$ cat src/rtl/ecap5_dproc_pkg.sv
// Shared types and constants for the decode-stage hazard controller.
package ecap5_dproc_pkg;

  localparam int unsigned NUM_REGS = 32;
  localparam int unsigned REG_ADDR_W = 5;
  localparam int unsigned FLUSH_CYCLES_DEFAULT = 2;

  typedef logic [REG_ADDR_W-1:0] reg_addr_t;

  typedef enum logic [0:0] {
    HAZ_RUN,
    HAZ_FLUSH
  } haz_state_e;

endpackage

$ cat src/rtl/reg_scoreboard.sv
// Per-register in-flight write counters with RAW/saturation lookup and underflow error.
// HAZARD_CTL_WB_BYPASS_EN: a source whose last pending write retires this cycle counts as ready.
module reg_scoreboard
  import ecap5_dproc_pkg::*;
#(
  parameter int unsigned PENDING_W = 2
) (
  input  logic      clk,
  input  logic      rst,
  input  reg_addr_t rs1,
  input  logic      uses_rs1,
  input  reg_addr_t rs2,
  input  logic      uses_rs2,
  input  logic      reg_write,
  input  reg_addr_t rd,
  input  logic      issue,
  input  logic      wb_valid,
  input  reg_addr_t wb_addr,
  output logic      hazard,
  output logic      saturated,
  output logic      pending_any,
  output logic      err
);

  typedef logic [PENDING_W-1:0] cnt_t;
  localparam cnt_t CntMax = '1;
  localparam cnt_t CntOne = cnt_t'(1);

  cnt_t cnt_q [NUM_REGS];
  cnt_t cnt_d [NUM_REGS];
  logic err_q, err_d;
  logic inc_en, dec_en;
  logic haz1, haz2;

  // x0 is masked here so it can never be counted, stalled on, or flagged.
  assign inc_en = issue && reg_write && (rd != '0);
  assign dec_en = wb_valid && (wb_addr != '0);

  always_comb begin
    haz1 = uses_rs1 && (cnt_q[rs1] != '0);
    haz2 = uses_rs2 && (cnt_q[rs2] != '0);
`ifdef HAZARD_CTL_WB_BYPASS_EN
    if (wb_valid && (wb_addr == rs1) && (cnt_q[rs1] == CntOne)) haz1 = 1'b0;
    if (wb_valid && (wb_addr == rs2) && (cnt_q[rs2] == CntOne)) haz2 = 1'b0;
`endif
    hazard    = haz1 || haz2;
    saturated = reg_write && (rd != '0) && (cnt_q[rd] == CntMax);
  end

  always_comb begin
    err_d = err_q;
    for (int i = 0; i < NUM_REGS; i++) begin
      cnt_d[i] = cnt_q[i];
      if (dec_en && (wb_addr == reg_addr_t'(i)) && (cnt_q[i] == '0)) err_d = 1'b1;
      if (inc_en && (rd == reg_addr_t'(i))) begin
        if (!(dec_en && (wb_addr == reg_addr_t'(i)))) cnt_d[i] = cnt_q[i] + CntOne;
      end else if (dec_en && (wb_addr == reg_addr_t'(i)) && (cnt_q[i] != '0)) begin
        cnt_d[i] = cnt_q[i] - CntOne;
      end
    end
  end

  always_comb begin
    pending_any = 1'b0;
    for (int i = 0; i < NUM_REGS; i++) begin
      if (cnt_q[i] != '0) pending_any = 1'b1;
    end
  end

  always_ff @(posedge clk) begin
    if (rst) begin
      for (int i = 0; i < NUM_REGS; i++) cnt_q[i] <= '0;
      err_q <= 1'b0;
    end else begin
      cnt_q <= cnt_d;
      err_q <= err_d;
    end
  end

  assign err = err_q;

endmodule

$ cat src/rtl/hazard_ctl.sv
// Decode-stage hazard controller: gates the decode->execute handshake and sequences branch flushes.
// HAZARD_CTL_WB_BYPASS_EN (in reg_scoreboard) lets a consumer issue in its producer's write-back cycle.
module hazard_ctl
  import ecap5_dproc_pkg::*;
#(
  parameter int unsigned PENDING_W    = 2,
  parameter int unsigned FLUSH_CYCLES = FLUSH_CYCLES_DEFAULT
) (
  input  logic       clk_i,
  input  logic       rst_i,
  input  logic       dec_valid_i,
  input  logic [4:0] dec_raddr1_i,
  input  logic       dec_uses_rs1_i,
  input  logic [4:0] dec_raddr2_i,
  input  logic       dec_uses_rs2_i,
  input  logic       dec_reg_write_i,
  input  logic [4:0] dec_rd_i,
  input  logic       ex_ready_i,
  input  logic       branch_taken_i,
  input  logic       wb_valid_i,
  input  logic [4:0] wb_addr_i,
  output logic       stall_o,
  output logic       issue_o,
  output logic       flush_o,
  output logic       pending_any_o,
  output logic       err_o
);

  localparam int unsigned FlushW = $clog2(FLUSH_CYCLES + 1);
  localparam logic [FlushW-1:0] FlushLoad = FlushW'(FLUSH_CYCLES);
  localparam logic [FlushW-1:0] FlushOne  = FlushW'(1);

  haz_state_e        state_q, state_d;
  logic [FlushW-1:0] flush_cnt_q, flush_cnt_d;
  logic              hazard, saturated;

  reg_scoreboard #(
    .PENDING_W (PENDING_W)
  ) u_scoreboard (
    .clk         (clk_i),
    .rst         (rst_i),
    .rs1         (dec_raddr1_i),
    .uses_rs1    (dec_uses_rs1_i),
    .rs2         (dec_raddr2_i),
    .uses_rs2    (dec_uses_rs2_i),
    .reg_write   (dec_reg_write_i),
    .rd          (dec_rd_i),
    .issue       (issue_o),
    .wb_valid    (wb_valid_i),
    .wb_addr     (wb_addr_i),
    .hazard      (hazard),
    .saturated   (saturated),
    .pending_any (pending_any_o),
    .err         (err_o)
  );

  always_comb begin
    stall_o = dec_valid_i &&
              (hazard || saturated || (state_q != HAZ_RUN) || branch_taken_i);
    issue_o = dec_valid_i && ex_ready_i && !stall_o;
    flush_o = (state_q == HAZ_FLUSH);
  end

  always_comb begin
    state_d     = state_q;
    flush_cnt_d = flush_cnt_q;
    unique case (state_q)
      HAZ_RUN: begin
        if (branch_taken_i) begin
          state_d     = HAZ_FLUSH;
          flush_cnt_d = FlushLoad;
        end
      end
      HAZ_FLUSH: begin
        // A younger taken branch restarts the full flush window.
        if (branch_taken_i) begin
          flush_cnt_d = FlushLoad;
        end else if (flush_cnt_q == FlushOne) begin
          state_d = HAZ_RUN;
        end else begin
          flush_cnt_d = flush_cnt_q - FlushOne;
        end
      end
      default: state_d = HAZ_RUN;
    endcase
  end

  always_ff @(posedge clk_i) begin
    if (rst_i) begin
      state_q     <= HAZ_RUN;
      flush_cnt_q <= '0;
    end else begin
      state_q     <= state_d;
      flush_cnt_q <= flush_cnt_d;
    end
  end

endmodule

$ cat config.mk
export PLATFORM = sky130hd
export DESIGN_NAME = hazard_ctl
export DESIGN_NICKNAME = d
export VERILOG_FILES = /design/src/rtl/ecap5_dproc_pkg.sv /design/src/rtl/reg_scoreboard.sv /design/src/rtl/hazard_ctl.sv
export SDC_FILE = /design/constraint.sdc
export NUM_CORES = 1
export LEC_CHECK = 0
export CAP_MARGIN = 20
export CORE_ASPECT_RATIO = 2
export CORE_UTILIZATION = 42
export CTS_CLUSTER_SIZE = 12
export DETAILED_ROUTE_END_ITERATION = 10
export PLACE_DENSITY_LB_ADDON = 0.12
export SLEW_MARGIN = 40
export SYNTH_ARGS = -nofsm -noshare
export SYNTH_HDL_FRONTEND = slang
export SYNTH_SLANG_ARGS = --single-unit
$ cat constraint.sdc
create_clock -name clk_i -period 4.13 [get_ports clk_i]
set_clock_uncertainty 0.2 [all_clocks]
set_input_delay 0.826 -clock clk_i [delete_from_list [all_inputs] [get_ports clk_i]]
set_output_delay 0.826 -clock clk_i [all_outputs]
set_load 0.01 [all_outputs]
After elaboration in Yosys (flattened, before gate mapping)

Index checks and enable logic that the tools add are counted.

Add/sub/neg operators: 65
$lt $le $gt $ge: 3
Eq/ne operators: 98
Multiplexer cells: 177
Bitwise operators: 4
Reductions and logical operators: 279

Operators with widths:

| kind                                                 | number |
|---|---|
| 2-to-1 mux 2 bit                                     | 105 |
| equality test 5 bit (second input constant)          | 32 |
| logical AND 1 bit                                    | 138 |
| nonzero test 2 bit                                   | 66 |
| equality test 5 x 4 -> 1 bit (second input constant) | 16 |
| 2-to-1 mux 1 bit                                     | 67 |
| != test 2 bit (second input constant)                | 33 |
| AND reduction 2 bit                                  | 33 |
| subtractor 2 x 1 -> 2 bit (second input constant)    | 33 |
| adder 2 x 1 -> 2 bit (second input constant)         | 32 |
| logical NOT 2 bit                                    | 32 |
| equality test 5 x 3 -> 1 bit (second input constant) | 8 |
| nonzero test 32 bit                                  | 1 |
| binary-select mux 2 bit (select 5 bit)               | 3 |
| equality test 5 x 2 -> 1 bit (second input constant) | 4 |
| >= comparator 6 bit (second input constant)          | 3 |
| NOT 5 -> 6 bit                                       | 3 |
| equality test 5 x 1 -> 1 bit (second input constant) | 2 |
| logical NOT 5 bit                                    | 2 |
| nonzero test 5 bit                                   | 2 |
| logical OR 1 bit                                     | 4 |
| case mux 2 bit (2 select lines)                      | 1 |
| != test 3 bit (second input constant)                | 1 |
| equality test 2 x 1 -> 1 bit (second input constant) | 1 |
| 4 further kinds                                      | 4 |

Bits in registers: 68
Input port bits: 29
Output and inout port bits: 5
Word-level logic and storage cells: 661

Longest topological paths before layout

Gate-level depths: netlist of run 1.

Word-level depth: 36
Gate-level depth with buffers: 12
Mapped depth without buffers: 8

Cells and area by module

A second synthesis of run 1 with hierarchy kept.

Cell total of the unflattened synthesis: 675
Area, all modules: 5504.0 um^2

Modules (own cells, without submodules):

| module         | instances | cells each | area each (um^2) |
|---|---|---|---|
| reg_scoreboard | 1         | 659        | 5356.4 |
| hazard_ctl     | 1         | 16         | 147.6 |

Least setup slack after synthesis of run 1

Ideal clock, no wire load.

Path type: input -> output
Start: input dec_raddr1_i[0]
End: output issue_o
Arrival time: 2.727 ns
Required time: 3.104 ns
Path slack: 0.377 ns
Cell stages on the path: 9
Buffers on the path: 3
Cell sequence: buf_2 > nor4_1 > a31oi_1 > a41o_1 > nor4_2 > o22ai_4 > buf_8 > buf_6 > nor4_1

Cells in the longest elaborated chain, start to end: 13

Ends and longest elaborated chain:

| item                                                | RTL line             | RTL |
|---|---|---|
| start: declaration                                  | hazard_ctl.sv:12     | `input logic [4:0] dec_raddr1_i,` |
| NOT 5 -> 6 bit (implied by the code)                | reg_scoreboard.sv:40 | `haz1 = uses_rs1 && (cnt_q[rs1] != '0);` |
| binary-select mux 2 bit (select 5 bit)              | reg_scoreboard.sv:40 |  |
| 2-to-1 mux 2 bit (implied by the code) (2 in a row) | reg_scoreboard.sv:40 |  |
| nonzero test 2 bit                                  | reg_scoreboard.sv:40 |  |
| logical AND 1 bit                                   | reg_scoreboard.sv:40 |  |
| logical OR 1 bit                                    | reg_scoreboard.sv:46 | `hazard = haz1 \|\| haz2;` |
| logical OR 1 bit (3 in a row)                       | hazard_ctl.sv:59     | `(hazard \|\| saturated \|\| (state_q != HAZ_RUN) \|\| branch_taken_i);` |
| logical AND 1 bit                                   | hazard_ctl.sv:58     | `stall_o = dec_valid_i &&` |
| logical NOT 1 bit                                   | hazard_ctl.sv:60     | `issue_o = dec_valid_i && ex_ready_i && !stall_o;` |
| logical AND 1 bit                                   | hazard_ctl.sv:60     |  |
| end: declaration                                    | hazard_ctl.sv:23     | `output logic issue_o,` |

Every way passes these cells. The select of a mux whose other input is x is not followed.

Final worst setup path of run 1

Start: input dec_raddr2_i[1]
End: output issue_o

Cells in the longest elaborated chain, start to end: 13

Ends and longest elaborated chain:

| item                                                | RTL line             | RTL |
|---|---|---|
| start: declaration                                  | hazard_ctl.sv:14     | `input logic [4:0] dec_raddr2_i,` |
| NOT 5 -> 6 bit (implied by the code)                | reg_scoreboard.sv:41 | `haz2 = uses_rs2 && (cnt_q[rs2] != '0);` |
| binary-select mux 2 bit (select 5 bit)              | reg_scoreboard.sv:41 |  |
| 2-to-1 mux 2 bit (implied by the code) (2 in a row) | reg_scoreboard.sv:41 |  |
| nonzero test 2 bit                                  | reg_scoreboard.sv:41 |  |
| logical AND 1 bit                                   | reg_scoreboard.sv:41 |  |
| logical OR 1 bit                                    | reg_scoreboard.sv:46 |  |
| logical OR 1 bit (3 in a row)                       | hazard_ctl.sv:59     |  |
| logical AND 1 bit                                   | hazard_ctl.sv:58     |  |
| logical NOT 1 bit                                   | hazard_ctl.sv:60     |  |
| logical AND 1 bit                                   | hazard_ctl.sv:60     |  |

Every way passes these cells. The select of a mux whose other input is x is not followed.

==> reports/summary.txt, run 1 <==
EDFF count, synth = 0
RSZ-0062 raised after global routing = false
Startpoint Class = input port
run status = complete, no violations
ANT nets after route = 0
final worst path period share = 0.984
CP cell instances = clkdlybuf4s50_1 > inv_2 > mux4_2 > a311oi_2 > o211ai_1 > o22ai_4 > buf_6 > nor4_2 > buf_2
via count = 7437
largest area contributor in the netlist = dfxtp_1
share of layout cells above drive strength 1 = 0.193
f_max = 246 MHz
Placement Cell Area = 0.00712 mm^2
# DRC = 0
largest net degree at the start of global routing = 38
post-synth cell types = 81
initial antenna violation count = 0
combinational cell fraction of total power = 0.188
Synth warnings = 0
area occupied by multi-input gates = 0.00436 mm^2
H-tree depth = 3
Mapped Area = 0.00603 mm^2
Post-Synthesis Cells = 803
critical path fanouts, max = 3
drt total wl = 28.4 mm
Hold Buf Count CTS = 0
Ant. Diodes = 0
Net count, final = 928
Synth top area share = 0.226
post-layout min period = 4.06 ns
clk_lat worst skew = 0.35 ns
Power Internal = 1.26 mW
Setup crit end kind = output pin
Fillers = 1437
Placed Cells = 1074
Sw Ratio = 0.305
ys async rst share = 0
CP delay by family, top = buffers and inverters
Worst-path clk slew = 0.06 ns
Top Layer Used = met4
Clock Power Share = 0.446
Seq/Total Area, Yosys = 0.226
HPWL Detailed = 22.1 mm
Max-Cap Viols = 0
routability congestion estimate from global placement = 1.03
Die W = 86.7 um
WP data required = 3.10 ns
first-pass GRT wire length = 42.7 mm
Seq pwr share = 0.366
Slowest-stage cell, CP = mux4_2
Reg area = 0.00136 mm^2
most frequent cell after synthesis = nand2_1
Crit path arrival time = 3.04 ns
Core Area = 0.0140 mm^2
Max-Slew Margin vs Limit = 0.473
#FFs+latches synth = 68
pre-CTS setup slack = -0.528 ns
P_sw = 0.554 mW
total power = 1.81 mW
Starting DRT DRC Count = 582
CTS Buf Count = 9
final core utilization = 0.536
power density over cell area = 242 mW/mm^2
Die Y = 171 um
design area = 0.00748 mm^2
max incr delay on CP = 0.51 ns
Mapped Avg Cell Area = 7.51 um^2
average routed wire per standard cell = 26.0 um
Final setup viols = 0
final setup margin = 0.0668 ns
CP bufs+invs = 4
port buffer count = 33
Initial Util = 0.432
Leakage = 2.52 nW
met3 WL = 1.94 mm
Ports = 34
hold slack = 0.335 ns
Rows = 61
critical path type = input port to output pin
met1 wire length = 9.60 mm
final hold violations = 0
Least-Margin Pin Slew = 0.785 ns
Max Root-Sink Buffers = 2
Finished Layout Cells = 1090
met2 wire length = 14.1 mm
vias in the first global route = 7510
drt via density = 6.82
Clock Tree Root = clkbuf_16
syn_nets = 834
First-pass DRT Iterations = 6
synth top area cells = dfxtp_1 23%, mux4_2 7.5%, nand2_1 5.8%
setup TNS = 0 ns
hold crit path type = flip-flop to flip-flop
pins over their slew limit = 0
CTS tree = built
grt total ovfl = 0
Area Growth Syn to Fin = 24.1%
Commonest cells post-synth = 93 x nand2_1, 89 x nor2_1, 68 x dfxtp_1, 46 x nor3_1, 31 x nor4_1
Top FF cell, synth = dfxtp_1
VDD IR max = 214 uV
DIE AREA = 0.0149 mm^2
CTS sink count = 68
GR Util All Layers = 0.397
[sequential cells by signal, summed over array words and instances, names as in the netlist]
register and flops:
flush_cnt_q 2, u_scoreboard.err 1, flush_o 1, u_scoreboard.cnt_q 64
[cell usage in the layout, fill, tap and decap left out, types with 12 or more instances in the layout]
cell             instances
o21ai_0                 28
o32ai_1                 13
nand4_1                 19
nor4_1                  29
mux4_2                  20
a21oi_1                 18
nor2b_1                 15
nor3_1                  45
nand2b_1                16
a31oi_1                 25
a221oi_1                15
buf_4                   97
nor2_1                  89
nand2_1                 93
dfxtp_1                 68
nand3_1                 27
or3_1                   12
clkdlybuf4s50_1         25
and2_1                  12
inv_1                   29
[final cells by class]
| class | count | share of cell area |
|---|---|---|
| clock buffer | 10 | 0.0306 |
| clock inverter | 5 | 0.00836 |
| inverter | 34 | 0.0171 |
| multi-input combinational | 649 | 0.583 |
| sequential | 68 | 0.182 |
| tap | 189 | 0.0316 |
| timing repair buffer | 135 | 0.147 |
[path summary, 6_finish.rpt]
kind	startpoint	endpoint	slack, ns	cells after the start
worst min register to register	u_scoreboard.cnt_q[2]$_SDFFE_PP0P_	u_scoreboard.cnt_q[3]$_SDFFE_PP0P_	0.33	2
worst min-delay path	u_scoreboard.cnt_q[2]$_SDFFE_PP0P_	u_scoreboard.cnt_q[3]$_SDFFE_PP0P_	0.33	2
worst max-delay path	dec_raddr2_i[1]	issue_o	0.07	9
worst max register to register	u_scoreboard.cnt_q[30]$_SDFFE_PP0P_	u_scoreboard.cnt_q[56]$_SDFFE_PP0P_	0.53	11
[power by group through the flow]
stage	Combinational [mW]	Sequential [mW]	Clock [mW]
final	0.340	0.665	0.809
after global routing	0.358	0.665	0.838
after detailed placement	0.325	0.679	0
after global placement	0.319	0.679	0
after floorplan	0.168	0.678	0
after CTS	0.329	0.664	0.812
[what timing repair did]
| item | CTS | global route |
|---|---|---|
| setup buffers | 1 | 0 |
| endpoints found under the setup margin | 2 | 14 |
| pin swaps | 4 | 3 |
| resized for setup | 21 | 12 |
[layer usage]
layer | track usage | up-vias
met1 | 0.392 | 3574
met3 | 0.0859 | 162
met4 | 0.329 | 0
li1 | - | 3292
met5 | 0 | -
met2 | 0.696 | 409
[worst reg2reg max path, delay by kind of cell, from the launching register on]
| kind | cells | cell delay [ns] |
|---|---|---|
| AOI/OAI and AO/OA | 3 | 0.66 |
| buffers and inverters | 3 | 0.66 |
| DFF | 1 | 0.38 |
| muxes | 2 | 0.44 |
| and+or+nand+nor | 3 | 1.17 |
[cells by family (layout without fill, tap and decap cells)]
| family | Yosys count | in the layout | share of synthesized area |
|---|---|---|---|
| xor+xnor | 7 | 7 | 0.0102 |
| compound gates | 196 | 196 | 0.243 |
| mux | 31 | 31 | 0.0936 |
| simple gates | 413 | 413 | 0.360 |
| fa+ha+maj | 2 | 2 | 0.00415 |
| flops | 68 | 68 | 0.226 |
| buf+inv | 86 | 184 | 0.0635 |
Power figures use the tool's default switching activity.
==> run 2, diff against run 1 <==
Settings changed: SLEW_MARGIN 40 to default.
==> reports/summary.txt, run 2 (same netlist as run 1, synthesis figures left out) <==
run status = complete, no violations
Biggest register = u_scoreboard.cnt_q
routability congestion estimate from global placement = 1.03 (unchanged)
Setup crit end kind = output pin
Max-Cap Viols = 0 (unchanged)
most common cell after layout, fill and taps aside = buf_4
Placement Cell Area = 0.00711 mm^2 (about the same)
grt total ovfl = 0 (unchanged)
biggest regs = u_scoreboard.cnt_q (64), flush_cnt_q (2)
# DRC = 0 (unchanged)
pins over their slew limit = 0 (unchanged)
clk_lat worst skew = 0.36 ns (about the same)
Placed Cells = 1074 (unchanged)
f_max = 247 MHz (+0.53%)
pre-CTS setup slack = -0.530 ns (-0.00202 ns)
Initial Util = 0.432 (unchanged)
H-tree depth = 3 (unchanged)
HPWL Detailed = 22.1 mm (about the same)
WP data required = 3.10 ns (about the same)
final worst path period share = 0.979 (-0.00522)
drt total wl = 28.8 mm (+1.4%)
Core Area = 0.0140 mm^2 (unchanged)
critical path type = input port to output pin
Die Y = 171 um (unchanged)
Fillers = 1424 (-0.90%)
Crit path arrival time = 3.02 ns (-0.02 ns)
hold slack = 0.330 ns (-0.00463 ns)
Max-Slew Margin vs Limit = 0.474 (+0.00145)
commonest cells after routing, fill and taps aside = 98 x buf_4, 93 x nand2_1, 89 x nor2_1, 68 x dfxtp_1, 45 x nor3_1
Startpoint Class = input port
Area Growth Syn to Fin = 24.8%
RSZ-0062 raised after global routing = false
GR Util All Layers = 0.398 (+0.00136)
final setup margin = 0.0884 ns (+0.0216 ns)
Rows = 61 (unchanged)
CTS sink count = 68 (unchanged)
Net count, final = 931 (+0.32%)
Max Root-Sink Buffers = 2 (unchanged)
CTS tree = built
Finished Layout Cells = 1093 (+0.28%)
Worst-path clk slew = 0.06 ns (about the same)
Clock Tree Root = clkbuf_16
initial antenna violation count = 0 (unchanged)
CTS Buf Count = 9 (unchanged)
design area = 0.00752 mm^2 (+0.52%)
VDD IR max = 230 uV (+7.5%)
average routed wire per standard cell = 26.3 um (+1.1%)
flip-flop count of the largest register after layout = 64 (unchanged)
Least-Margin Pin Slew = 0.783 ns (-0.00215 ns)
Leakage = 2.56 nW (+1.5%)
vias in the first global route = 7414 (-1.3%)
final hold violations = 0 (unchanged)
hold crit path type = flip-flop to flip-flop
first-pass GRT wire length = 42.7 mm (about the same)
Ports = 34 (unchanged)
Ant. Diodes = 0 (unchanged)
Final setup viols = 0 (unchanged)
share of layout cells above drive strength 1 = 0.194 (+0.000465)
Starting DRT DRC Count = 604 (+3.8%)
drt via density = 6.82 (about the same)
largest net degree at the start of global routing = 38 (unchanged)
ANT nets after route = 0 (unchanged)
DIE AREA = 0.0149 mm^2 (unchanged)
port buffer count = 33 (unchanged)
power density over cell area = 242 mW/mm^2 (-0.14%)
First-pass DRT Iterations = 5 (-1)
Die W = 86.7 um (unchanged)
post-layout min period = 4.04 ns (-0.0216 ns)
via count = 7458 (+0.28%)
critical path fanouts, max = 7 (+4)
run 2: where the power goes:
group,internal (mW),switching (mW),total [mW],leakage (nW)
clock,0.468,0.340,0.808,0.135
combinational,0.135,0.214,0.349,1.88
sequential,0.660,0.00439,0.665,0.549
run 2: layout make-up:
| class | count | area [um^2] | share of cell area |
|---|---|---|---|
| clock inverters | 5 | 62.6 | 0.00832 |
| flip-flops and latches | 68 | 1360 | 0.181 |
| clock buffers | 10 | 229 | 0.0304 |
| inverters | 34 | 130 | 0.0173 |
| repair buffers | 138 | 1150 | 0.153 |
| multi-input cells | 649 | 4360 | 0.579 |
| well taps | 189 | 236 | 0.0314 |
run 2: worst max-delay path: stages:
cell           delay [ns]
dlygate4sd2_1        0.31
buf_4                0.18
nor3_1               0.12
o21ai_0              0.10
a41o_1               0.29
nor4_4               0.35
o22ai_4              0.19
buf_6                0.17
nor4_2               0.30
buf_2                0.19
run 2: layer usage:
layer	track usage	wire length, um	vias to the layer above
li1	-	-	3302
met1	0.399	9590	3579
met2	0.704	14500	435
met3	0.0797	2250	142
met4	0.314	2450	0
met5	0	0	-
run 2: through the flow:
step | TNS (ns) | total power [mW] | utilization
after floorplan | 0 | 0.846 | -
after global placement | -7.34 | 0.998 | 0.509
after detailed placement | -9.75 | 1.00 | 0.509
after CTS | 0 | 1.81 | 0.533
after global routing | 0 | 1.86 | 0.539
final | 0 | 1.82 | 0.539
run 2: final timing paths:
kind,from,to,slack [ns],cells past startpoint
max,dec_raddr1_i[1],issue_o,0.09,10
min,u_scoreboard.cnt_q[2]$_SDFFE_PP0P_,u_scoreboard.cnt_q[3]$_SDFFE_PP0P_,0.33,2
max reg2reg,u_scoreboard.cnt_q[30]$_SDFFE_PP0P_,u_scoreboard.cnt_q[49]$_SDFFE_PP0P_,0.43,11
min reg2reg,u_scoreboard.cnt_q[2]$_SDFFE_PP0P_,u_scoreboard.cnt_q[3]$_SDFFE_PP0P_,0.33,2
run 2: timing repair:
action / in CTS / in global routing
setup buffers: 2 / 1
setup endpoints to repair: 8 / 21
hold endpoints to repair: 0 / 0
pin swaps: 4 / 4
hold buffers: 0 / 0
gates resized for setup: 20 / 17
==> run 3, diff against run 2 <==
Settings changed: CORE_MARGIN from default to 10.
==> reports/summary.txt, run 3 (same netlist as run 1, synthesis figures left out) <==
run status = complete, no violations
port buffer count = 33 (unchanged)
flip-flop count of the largest register after layout = 64 (unchanged)
via count = 7430 (-0.38%)
RSZ-0062 raised after global routing = false
Max Root-Sink Buffers = 2 (unchanged)
Crit path arrival time = 3.02 ns (about the same)
# DRC = 0 (unchanged)
Clock Tree Root = clkbuf_16
Max-Cap Viols = 0 (unchanged)
clk_lat worst skew = 0.34 ns (-0.02 ns)
vias in the first global route = 7456 (+0.57%)
Placed Cells = 1087 (+1.2%)
Worst-path clk slew = 0.06 ns (about the same)
most common cell after layout, fill and taps aside = buf_4
Setup crit end kind = output pin
reg2reg setup slack = 0.45 ns (+0.02 ns)
critical path fanouts, max = 3 (-4)
Net count, final = 943 (+1.3%)
average routed wire per standard cell = 26.2 um (-0.45%)
max incr delay on CP = 0.50 ns (+0.15 ns)
Final setup viols = 0 (unchanged)
Biggest register = u_scoreboard.cnt_q
WP data required = 3.10 ns (about the same)
final setup margin = 0.0863 ns (-0.00210 ns)
critical path type = input port to output pin
commonest cells after routing, fill and taps aside = 113 x buf_4, 93 x nand2_1, 88 x nor2_1, 68 x dfxtp_1, 43 x nor3_1
pins over their slew limit = 0 (unchanged)
drt total wl = 29.0 mm (+0.73%)
CP cell instances = dlygate4sd2_1 > inv_2 > buf_4 > mux4_2 > nor2_1 > o21ai_1 > buf_4 > o22ai_4 > buf_12 > nor4_4 > buf_4 > dlygate4sd2_1
Area Growth Syn to Fin = 26.4%
Ports = 34 (unchanged)
setup TNS = 0 ns (unchanged)
CTS tree = built
post-layout min period = 4.04 ns (+0.00210 ns)
Slowest-stage cell, CP = mux4_2
hold slack = 0.345 ns (+0.0148 ns)
Reg2Reg Depth = 11 (unchanged)
hold crit path type = flip-flop to flip-flop
CTS Buf Count = 9 (unchanged)
Finished Layout Cells = 1106 (+1.2%)
DIE AREA = 0.0198 mm^2 (+33%)
Placement Cell Area = 0.00721 mm^2 (+1.4%)
VDD IR max = 253 uV (+10%)
f_max = 247 MHz (about the same)
drt via density = 6.72 (-1.5%)
routability congestion estimate from global placement = 1.03 (-0.63%)
initial antenna violation count = 1 (+1)
First-pass DRT Iterations = 5 (unchanged)
ANT nets after route = 0 (unchanged)
grt total ovfl = 0 (unchanged)
cell repeated most along the worst path = buf_4
Max-Slew Margin vs Limit = 0.481 (+0.00675)
Rows = 61 (unchanged)
power density over cell area = 238 mW/mm^2 (-1.6%)
crit path to = issue_o
H-tree depth = 3 (unchanged)
RR Startpoint = u_scoreboard.cnt_q[48]$_SDFFE_PP0P_
Initial Util = 0.432 (unchanged)
final core utilization = 0.546 (+0.00717)
Leakage = 2.63 nW (+2.5%)
design area = 0.00762 mm^2 (+1.3%)
total power = 1.82 mW (-0.25%)
worst setup path startpoint = dec_raddr2_i[0]
share of layout cells above drive strength 1 = 0.210 (+0.0160)
Die Y = 189 um (+10%)
Reg-to-Reg End = u_scoreboard.cnt_q[50]$_SDFFE_PP0P_
Die W = 105 um (+21%)
largest net degree at the start of global routing = 42 (+11%)
biggest regs = u_scoreboard.cnt_q (64), flush_cnt_q (2)
pre-CTS setup slack = -0.645 ns (-0.114 ns)
first-pass GRT wire length = 43.5 mm (+1.8%)
Startpoint Class = input port
CTS sink count = 68 (unchanged)
Least-Margin Pin Slew = 0.773 ns (-0.0100 ns)
Core Area = 0.0140 mm^2 (unchanged)
Starting DRT DRC Count = 638 (+5.6%)
final hold violations = 0 (unchanged)
HPWL Detailed = 22.5 mm (+2.0%)
final worst path period share = 0.979 (about the same)
GR Util All Layers = 0.283 (-0.115)
-- run 3: cell count changes in the layout (fill, tap and decap cells not counted), moves of 2 or more --
cell           delta
buf_6             -2
buf_2             -2
nor3_2            +3
o21ai_1           +2
dlygate4sd2_1     +3
buf_4            +15
clkinv_2          +2
nor3_1            -2
-- run 3: worst min-delay path by stage --
stage	slack [ns]	to	from	depth (start not counted)
floorplan	0.27	u_scoreboard.cnt_q[63]$_SDFFE_PP0P_	u_scoreboard.cnt_q[63]$_SDFFE_PP0P_	2
global placement	0.30	u_scoreboard.cnt_q[3]$_SDFFE_PP0P_	u_scoreboard.cnt_q[2]$_SDFFE_PP0P_	2
detailed placement	0.33	u_scoreboard.cnt_q[2]$_SDFFE_PP0P_	u_scoreboard.cnt_q[2]$_SDFFE_PP0P_	1
CTS	0.34	u_scoreboard.cnt_q[2]$_SDFFE_PP0P_	u_scoreboard.cnt_q[2]$_SDFFE_PP0P_	1
global route	0.36	u_scoreboard.cnt_q[2]$_SDFFE_PP0P_	u_scoreboard.cnt_q[2]$_SDFFE_PP0P_	1
finish	0.34	u_scoreboard.cnt_q[2]$_SDFFE_PP0P_	u_scoreboard.cnt_q[2]$_SDFFE_PP0P_	1
-- run 3: worst max-delay path: cells and delay by family --
kind / cells / cell delay, ns
buffers and inverters: 7 / 1.20
multiplexers: 1 / 0.50
AO/OA/AOI/OAI: 2 / 0.31
AND/OR/NAND/NOR: 2 / 0.17
-- run 3: final cells by class --
type / instances / area, um^2
timing repair buffer: 150 / 1230
sequential: 68 / 1360
tap: 189 / 236
antenna: 1 / 2.50
fill: 1405 / 6340
inverter: 34 / 130
multi-input combinational: 649 / 4370
clock inverter: 6 / 65.1
clock buffer: 9 / 225
-- run 3: where the power goes --
| part | leakage [nW] | internal (mW) | switching [mW] |
|---|---|---|---|
| clock network | 0.142 | 0.466 | 0.333 |
| registers | 0.549 | 0.660 | 0.00364 |
| logic | 1.94 | 0.135 | 0.218 |
| total | 2.63 | 1.26 | 0.555 |
-- run 3: per-layer routing --
layer  track usage  up-vias  wire length (um)
met2         0.502      398             14300
met3        0.0490      162              1890
met1         0.283     3558              9900
met5             0        -                 0
met4         0.223        0              2820
li1              -     3312                 -
-- run 3: repair_timing --
item / 4_1_cts / 5_1_grt
gates resized for setup: 23 / 12
buffers inserted: 3 / 0
hold buffers: 0 / 0
pin swaps: 5 / 4
setup endpoints to repair: 13 / 10
